[config.mk]
export PLATFORM = sky130hd
export DESIGN_NAME = jump_input_ctrl_flat
export DESIGN_NICKNAME = d
export VERILOG_FILES = /design/src/rtl/jump_input_ctrl_if.sv /design/src/rtl/jump_input_ctrl.sv /design/src/flat_wrapper.sv
export SDC_FILE = /design/constraint.sdc
export NUM_CORES = 1
export LEC_CHECK = 0
export CORE_MARGIN = 4
export CORE_UTILIZATION = 64
export CTS_BUF_LIST = sky130_fd_sc_hd__clkbuf_4 sky130_fd_sc_hd__clkbuf_8
export DETAILED_ROUTE_END_ITERATION = 6
export PLACE_DENSITY = 0.87
export SETUP_SLACK_MARGIN = 0.4
export SYNTH_ARGS = -nofsm -noshare
export SYNTH_HDL_FRONTEND = slang
export SYNTH_SLANG_ARGS = --single-unit
export TNS_END_PERCENT = 100
[constraint.sdc]
create_clock -name clk -period 2.43 [get_ports clk]
set_input_delay 0.243 -clock clk [delete_from_list [all_inputs] [get_ports clk]]
set_output_delay 0.243 -clock clk [all_outputs]
set_load 0.02 [all_outputs]
[src/rtl/jump_input_ctrl_if.sv]
// Signal bundle between the jump input controller and its neighbours: game enable,
// raw keys in, one-hot command pulse, frame tick and busy flag out.
interface jump_input_ctrl_if;
    logic       enable;
    logic       key_big;
    logic       key_small;
    logic       key_drop;
    logic [2:0] operation;
    logic       update;
    logic       busy;

    modport master (
        output enable, key_big, key_small, key_drop,
        input  operation, update, busy
    );

    modport slave (
        input  enable, key_big, key_small, key_drop,
        output operation, update, busy
    );
endinterface

[src/rtl/jump_input_ctrl.sv]
// Debounces three active-low jump keys into one-hot command pulses, generates the frame
// tick and locks out new commands until the running move has used up its frame ticks.
module jump_input_ctrl #(
    parameter int unsigned TICK_DIV        = 833333,
    parameter int unsigned DEBOUNCE_CYCLES = 500000,
    parameter int unsigned BIG_LEN         = 10,
    parameter int unsigned SMALL_LEN       = 15,
    parameter int unsigned DROP_LEN        = 9
) (
    input logic              clk,
    input logic              rst_n,
    jump_input_ctrl_if.slave bus
);

    localparam int unsigned MAX_BS  = (BIG_LEN > SMALL_LEN) ? BIG_LEN : SMALL_LEN;
    localparam int unsigned MAX_LEN = (MAX_BS > DROP_LEN) ? MAX_BS : DROP_LEN;
    localparam int unsigned LOCK_W  = $clog2(MAX_LEN + 1);
    localparam int unsigned DEB_W   = (DEBOUNCE_CYCLES > 1) ? $clog2(DEBOUNCE_CYCLES) : 1;
    localparam int unsigned TICK_W  = (TICK_DIV > 1) ? $clog2(TICK_DIV) : 1;

    typedef enum logic [1:0] {StIdle, StIssue, StBusy} state_e;

    // Key vector order matches the one-hot command: bit0 big, bit1 small, bit2 drop.
    logic [2:0]             key_raw;
    logic [2:0]             sync1_q, sync2_q;
    logic [2:0]             level_q, level_d;
    logic [2:0][DEB_W-1:0]  deb_cnt_q, deb_cnt_d;
    logic [2:0]             press_q, press_d;
    logic [TICK_W-1:0]      tick_cnt_q, tick_cnt_d;
    logic                   update_q, update_d;
    state_e                 state_q, state_d;
    logic [2:0]             cmd_q, cmd_d;
    logic [LOCK_W-1:0]      lock_q, lock_d;
    logic [2:0]             op_q, op_d;
    logic                   busy_q, busy_d;

    assign key_raw = {bus.key_drop, bus.key_small, bus.key_big};

    always_comb begin
        level_d   = level_q;
        deb_cnt_d = deb_cnt_q;
        for (int k = 0; k < 3; k++) begin
            if (sync2_q[k] == level_q[k]) begin
                deb_cnt_d[k] = '0;
            end else if (deb_cnt_q[k] == DEB_W'(DEBOUNCE_CYCLES - 1)) begin
                level_d[k]   = ~level_q[k];
                deb_cnt_d[k] = '0;
            end else begin
                deb_cnt_d[k] = deb_cnt_q[k] + 1'b1;
            end
        end
        // Only a released-to-pressed flip is a press event.
        press_d = level_q & ~level_d;
    end

    always_comb begin
        tick_cnt_d = tick_cnt_q;
        update_d   = 1'b0;
        if (bus.enable) begin
            if (tick_cnt_q == TICK_W'(TICK_DIV - 1)) begin
                tick_cnt_d = '0;
                update_d   = 1'b1;
            end else begin
                tick_cnt_d = tick_cnt_q + 1'b1;
            end
        end
    end

    always_comb begin
        state_d = state_q;
        cmd_d   = cmd_q;
        lock_d  = lock_q;
        unique case (state_q)
            StIdle: begin
                if (bus.enable && (press_q != 3'b000)) begin
                    state_d = StIssue;
                    if (press_q[0]) begin
                        cmd_d  = 3'b001;
                        lock_d = LOCK_W'(BIG_LEN);
                    end else if (press_q[1]) begin
                        cmd_d  = 3'b010;
                        lock_d = LOCK_W'(SMALL_LEN);
                    end else begin
                        cmd_d  = 3'b100;
                        lock_d = LOCK_W'(DROP_LEN);
                    end
                end
            end
            StIssue: state_d = StBusy;
            StBusy: begin
                if (update_q) begin
                    lock_d = lock_q - 1'b1;
                    if (lock_q == LOCK_W'(1)) begin
                        state_d = StIdle;
                    end
                end
            end
            default: state_d = StIdle;
        endcase
        op_d   = (state_q == StIssue) ? cmd_q : 3'b000;
        busy_d = (state_q != StIdle);
    end

    always_ff @(posedge clk or negedge rst_n) begin
        if (!rst_n) begin
            sync1_q    <= 3'b111;
            sync2_q    <= 3'b111;
            level_q    <= 3'b111;
            deb_cnt_q  <= '0;
            press_q    <= 3'b000;
            tick_cnt_q <= '0;
            update_q   <= 1'b0;
            state_q    <= StIdle;
            cmd_q      <= 3'b000;
            lock_q     <= '0;
            op_q       <= 3'b000;
            busy_q     <= 1'b0;
        end else begin
            sync1_q    <= key_raw;
            sync2_q    <= sync1_q;
            level_q    <= level_d;
            deb_cnt_q  <= deb_cnt_d;
            press_q    <= press_d;
            tick_cnt_q <= tick_cnt_d;
            update_q   <= update_d;
            state_q    <= state_d;
            cmd_q      <= cmd_d;
            lock_q     <= lock_d;
            op_q       <= op_d;
            busy_q     <= busy_d;
        end
    end

    assign bus.operation = op_q;
    assign bus.update    = update_q;
    assign bus.busy      = busy_q;

endmodule
[src/flat_wrapper.sv]
// flat-port wrapper written by rule: the top's interface ports become plain ports
module jump_input_ctrl_flat 
#(
    parameter int unsigned TICK_DIV        = 833333,
    parameter int unsigned DEBOUNCE_CYCLES = 500000,
    parameter int unsigned BIG_LEN         = 10,
    parameter int unsigned SMALL_LEN       = 15,
    parameter int unsigned DROP_LEN        = 9
)
  (clk, rst_n, bus_enable, bus_key_big, bus_key_small, bus_key_drop, bus_operation, bus_update, bus_busy);
  jump_input_ctrl_if bus_i ();
  input logic clk;
  input logic rst_n;
  input wire logic [$bits(bus_i.enable)-1:0] bus_enable;
  input wire logic [$bits(bus_i.key_big)-1:0] bus_key_big;
  input wire logic [$bits(bus_i.key_small)-1:0] bus_key_small;
  input wire logic [$bits(bus_i.key_drop)-1:0] bus_key_drop;
  output wire logic [$bits(bus_i.operation)-1:0] bus_operation;
  output wire logic [$bits(bus_i.update)-1:0] bus_update;
  output wire logic [$bits(bus_i.busy)-1:0] bus_busy;
  assign bus_i.enable = bus_enable;
  assign bus_i.key_big = bus_key_big;
  assign bus_i.key_small = bus_key_small;
  assign bus_i.key_drop = bus_key_drop;
  assign bus_operation = bus_i.operation;
  assign bus_update = bus_i.update;
  assign bus_busy = bus_i.busy;
  jump_input_ctrl #(.TICK_DIV(TICK_DIV), .DEBOUNCE_CYCLES(DEBOUNCE_CYCLES), .BIG_LEN(BIG_LEN), .SMALL_LEN(SMALL_LEN), .DROP_LEN(DROP_LEN)) u_core (.clk(clk), .rst_n(rst_n), .bus(bus_i));
endmodule
Word level (Yosys, flattened, before mapping)
Index checks and enable logic that the tools add are counted.
- register bits after elaboration: 103
- bits of input ports: 6
- output and inout port bits: 5
- word-level logic and storage cells: 72
- add/sub/neg operators: 5
- equality and inequality tests: 13
- muxes and demuxes: 27
- bitwise gates (word level): 5
- reductions and logical operators: 8
- operators with widths (kind ; count):
    $mux 19 ; 6
    $add 19x1->19 const B ; 3
    $eq 19x19->1 const B ; 3
    $add 20x1->20 const B ; 1
    $eq 20x20->1 const B ; 1
    $mux 20 ; 1
    $mux 3 ; 4
    $mux 4 ; 3
    $mux 1 ; 8
    $pmux 4 s2 ; 1
    $mux 2 ; 3
    $ne 2x1->1 const B ; 3
    $pmux 2 s3 ; 1
    $reduce_and 3->1 ; 2
    $eq 4x1->1 const B ; 1
    $reduce_bool 2->1 ; 2
    $sub 4x1->4 const B ; 1
    $and 3x3->3 ; 1
    $eq 1x1->1 ; 3
    $not 1->1 ; 3
    $not 3->3 ; 1
    $reduce_bool 3->1 ; 1
    $eq 2x1->1 const B ; 1
    $eq 2x2->1 const B ; 1
    other kinds (3) ; 3

Logic depth before layout (Yosys ltp)
- depth in word-level cells: 5
- mapped depth: 7
- gate-level depth less buffers: 6

Least setup slack after synthesis
Ideal clock, no wire load.
- kind: register -> register
- from: register u_core.tick_cnt_q[0]
- to: register u_core.tick_cnt_q[15]
- setup time: 0.143 ns
- data arrival time: 1.858 ns
- required time: 2.287 ns
- path slack: 0.429 ns
- stages on the path, launching flop included: 8
- path buffers: 1
- period minus slack after synthesis: 2.001 ns
- path through: dfrtp_1 -> inv_1 -> ha_1 -> nand4b_1 -> or4b_2 -> buf_2 -> nor3_2 -> nor3_1
- cells in the longest elaborated chain, start to end: 2
- elaborated cells between the ends (all ways): 3
- classes of those cells: add/sub (1); eq/ne (1); mux (1)
- ends and longest elaborated chain (element ; RTL line ; source):
    start: declaration ; jump_input_ctrl.sv:29 ; logic [TICK_W-1:0] tick_cnt_q, tick_cnt_d;
    start signal: assignment ; jump_input_ctrl.sv:124 ; tick_cnt_q <= tick_cnt_d;
    $add 20x1->20 or $eq 20x20->1 (tied branches) ; jump_input_ctrl.sv:64, jump_input_ctrl.sv:60 ;
    $mux 20 * ; jump_input_ctrl.sv:60 ; if (tick_cnt_q == TICK_W'(TICK_DIV - 1)) begin
Mark *: on every way between the ends. The rest lies on a longest branch, timed or not.
A chain may end at the register's enable or synchronous reset.

==> run summary <==
outcome = complete, no violations
first drt pass iteration count = 5
wire length after detailed routing = 9070 um
die area = 0.00913 mm2
Final ANT Viol Nets = 0
drc violations = 0
via count = 3677
FMAX = 0.520 GHz
number of global-route vias before repair = 3470
HP Class = input pin to register
Final HPWL DP = 6190 um
maximum vdd drop = 0.538 mV
R2R cell count = 5
Syn Area/Cell = 10.2 um2
initial antenna violation count = 0
Final Hold Vio Count = 0
Die Ht = 95.5 um
Crit Path Class = register to register
# IOs = 11
Antenna Cells = 0
All-Layer GR Usage = 21.9%
Final nets = 511
Initial Util = 66.6%
Synth top cells by count = dfrtp_1 (94), nor2_1 (59), nand2_1 (30), nand3_1 (27), xnor2_1 (26)
Die W = 95.5 um
endpoint class of the critical path = register
clk slew on worst S/H paths = 100 ps
CP max stage cell = or3_1
synthesized area = 0.00490 mm2
vias per cell = 6.11
Num CTS Buffers = 9
row count = 31
flops & latches, synth = 103
setup repair after global routing missed its margin = no
Worst Skew = 10.8 ps
IO Port Bufs = 10
top cells by area, synth = dfrtp_1 (48%), dfstp_2 (4.8%), xnor2_1 (4.6%)
Crit path depth = 5
syn nets = 495
First DRT Iteration DRCs = 149
setup violators final = 0
crit start category = register
wire per inst = 15.1 um
final period utilization = 79.1%
area leader, netlist = dfrtp_1
Least-Margin Pin Slew = 558 ps
Gate Count Post-Synth = 482
total grt overflow = 0
hold path depth = 1
Layout area overhead = 9.54%
non-filler cells, final = 602
Cell Area, Placed = 0.00514 mm2
total of warnings raised by yosys = 0
Crit Path Max Fanout = 5
worst path cell trace = ha_1, nand4_1, or3_1, or4_1, a21oi_1
top-area cell type share of the netlist area = 48.0%
Critical Path RT = 2720 ps
most common cell in the netlist = dfrtp_1
CP arrival = 2210 ps
Netlist cell types = 51
Post-synth top flop = dfrtp_1
# clock sinks = 103
Core Region = 0.00737 mm2
layout cells sized above 1 = 11.3%
# fillers = 527
CTS tree = yes
Inst Count DP = 585
EDFF count, synth = 0
fin. max-slew vios = 0
Core Util, Final = 72.9%
fin area = 0.00537 mm2
GP Congestion = 0.844
worst relative slew slack = 62.8%
LEAKAGE = 2.19 nW
Final min period = 1920 ps
first-pass GRT wire length = 15800 um
max capacitance violation total = 0
Slowest Stage Delay on Critical Path = 460 ps
cell family with most CP delay = simple AND/OR/NAND/NOR gates
setup TNS = 0 ps
root buf cell = clkbuf_8
sequential cell area fraction in the yosys report = 52.8%
Async SR Flop Fraction = 100%
pwr dens = 584 mW/mm2
CTS HTree Levels = 3
Max Buffers Root-to-Sink = 2
clk_lat worst skew = 360 ps
WP buf/inv = 0
pin count of the biggest net entering global routing = 61
repair_timing:
action | 4_1_cts | 5_1_grt
setup buffers | 0 | 0
resized for setup | 0 | 5
hold buffers | 1 | 0
hold endpoints to repair | 37 | 0
setup endpoints to repair | 0 | 15
metrics by stage:
step	power (mW)	setup WS, ps	hold WS [ps]
floorplan	2.00	429	-52.6
global placement	2.08	526	267
detailed placement	2.09	433	271
CTS	3.17	432	249
global route	3.27	381	248
finish	3.14	508	271
registers in the layout, indices dropped and copies added, names as in the netlist:
signal	flops
u_core.lock_q	4
u_core.cmd_q	3
u_core.deb_cnt_q	57
u_core.tick_cnt_q	20
u_core.sync2_q	3
u_core.sync1_q	3
u_core.bus.operation	3
u_core.state_q	2
u_core.level_q	3
u_core.bus.update	1
u_core.bus.busy	1
u_core.press_q	3
placed cells by master (no fill, tap or decap), types with 2 or more instances in the layout:
master and instances:
a31oi_1 2, or3_2 2, and4_1 5, buf_4 7
o21ai_0 17, xnor2_1 26, nor2_1 59, or2_2 5
dfrtp_1 94, nand4_1 20, clkdlybuf4s50_1 9, nor4_1 12
dfstp_2 9, and4b_1 2, inv_1 14, o31ai_2 4
clkbuf_8 10, nand2_1 30, nand3_1 27, nor4b_1 5
nor3_1 11, xor2_1 23, o41ai_1 2, nand2b_1 5
or4_1 7, mux2i_1 3, clkinvlp_4 2, o31ai_1 7
ha_1 7, and3_1 6, and2_1 7, and4_2 2
o21bai_1 3, mux2_2 4, or3_1 9, a21oi_1 21
power by group:
| part | switching [mW] | internal (mW) | total, mW | leakage, nW |
|---|---|---|---|---|
| logic | 0.113 | 0.0822 | 0.196 | 0.717 |
| registers | 0.0819 | 1.78 | 1.86 | 1.38 |
| clock network | 0.573 | 0.508 | 1.08 | 0.0989 |
routing by layer:
layer | vias to the layer above | track usage (%) | wire length [um]
met5 | - | 0 | 0
met2 | 105 | 36.3 | 4590
met1 | 1802 | 29.0 | 3940
met4 | 0 | 7.58 | 152
li1 | 1752 | - | -
met3 | 18 | 4.26 | 383
cell type report:
cell class / instances / area [um2] / area share [%]
multi-input cells: 352 / 2230 / 41.5
flip-flops and latches: 103 / 2590 / 48.2
inverters: 14 / 52.6 / 0.978
clock buffers: 10 / 138 / 2.56
clock inverters: 6 / 67.6 / 1.26
well taps: 99 / 124 / 2.31
repair buffers: 18 / 173 / 3.21
logic make-up (layout without fill, tap and decap cells):
kind of cell,after synthesis,count (layout),share of synthesized area (%)
compound gates,63,63,8.09
xor+xnor,49,49,8.75
fa+ha+maj,7,7,1.79
buf+inv,27,48,2.17
flops,103,103,52.8
mux,7,7,1.53
simple gates,226,226,24.9
path summary, 6_finish.rpt:
check / start / to / slack [ps]
min reg2reg: u_core.sync1_q[0] / u_core.sync2_q[0] / 360
max reg2reg: u_core.deb_cnt_q[38] / u_core.deb_cnt_q[54] / 510
min: bus_key_small / u_core.sync1_q[1] / 270
min in group asynchronous: rst_n / u_core.tick_cnt_q[14] / 400
max in group asynchronous: rst_n / u_core.level_q[2] / 1280
max: u_core.deb_cnt_q[38] / u_core.deb_cnt_q[54] / 510
Note: power is estimated with default switching activity, not from simulation.
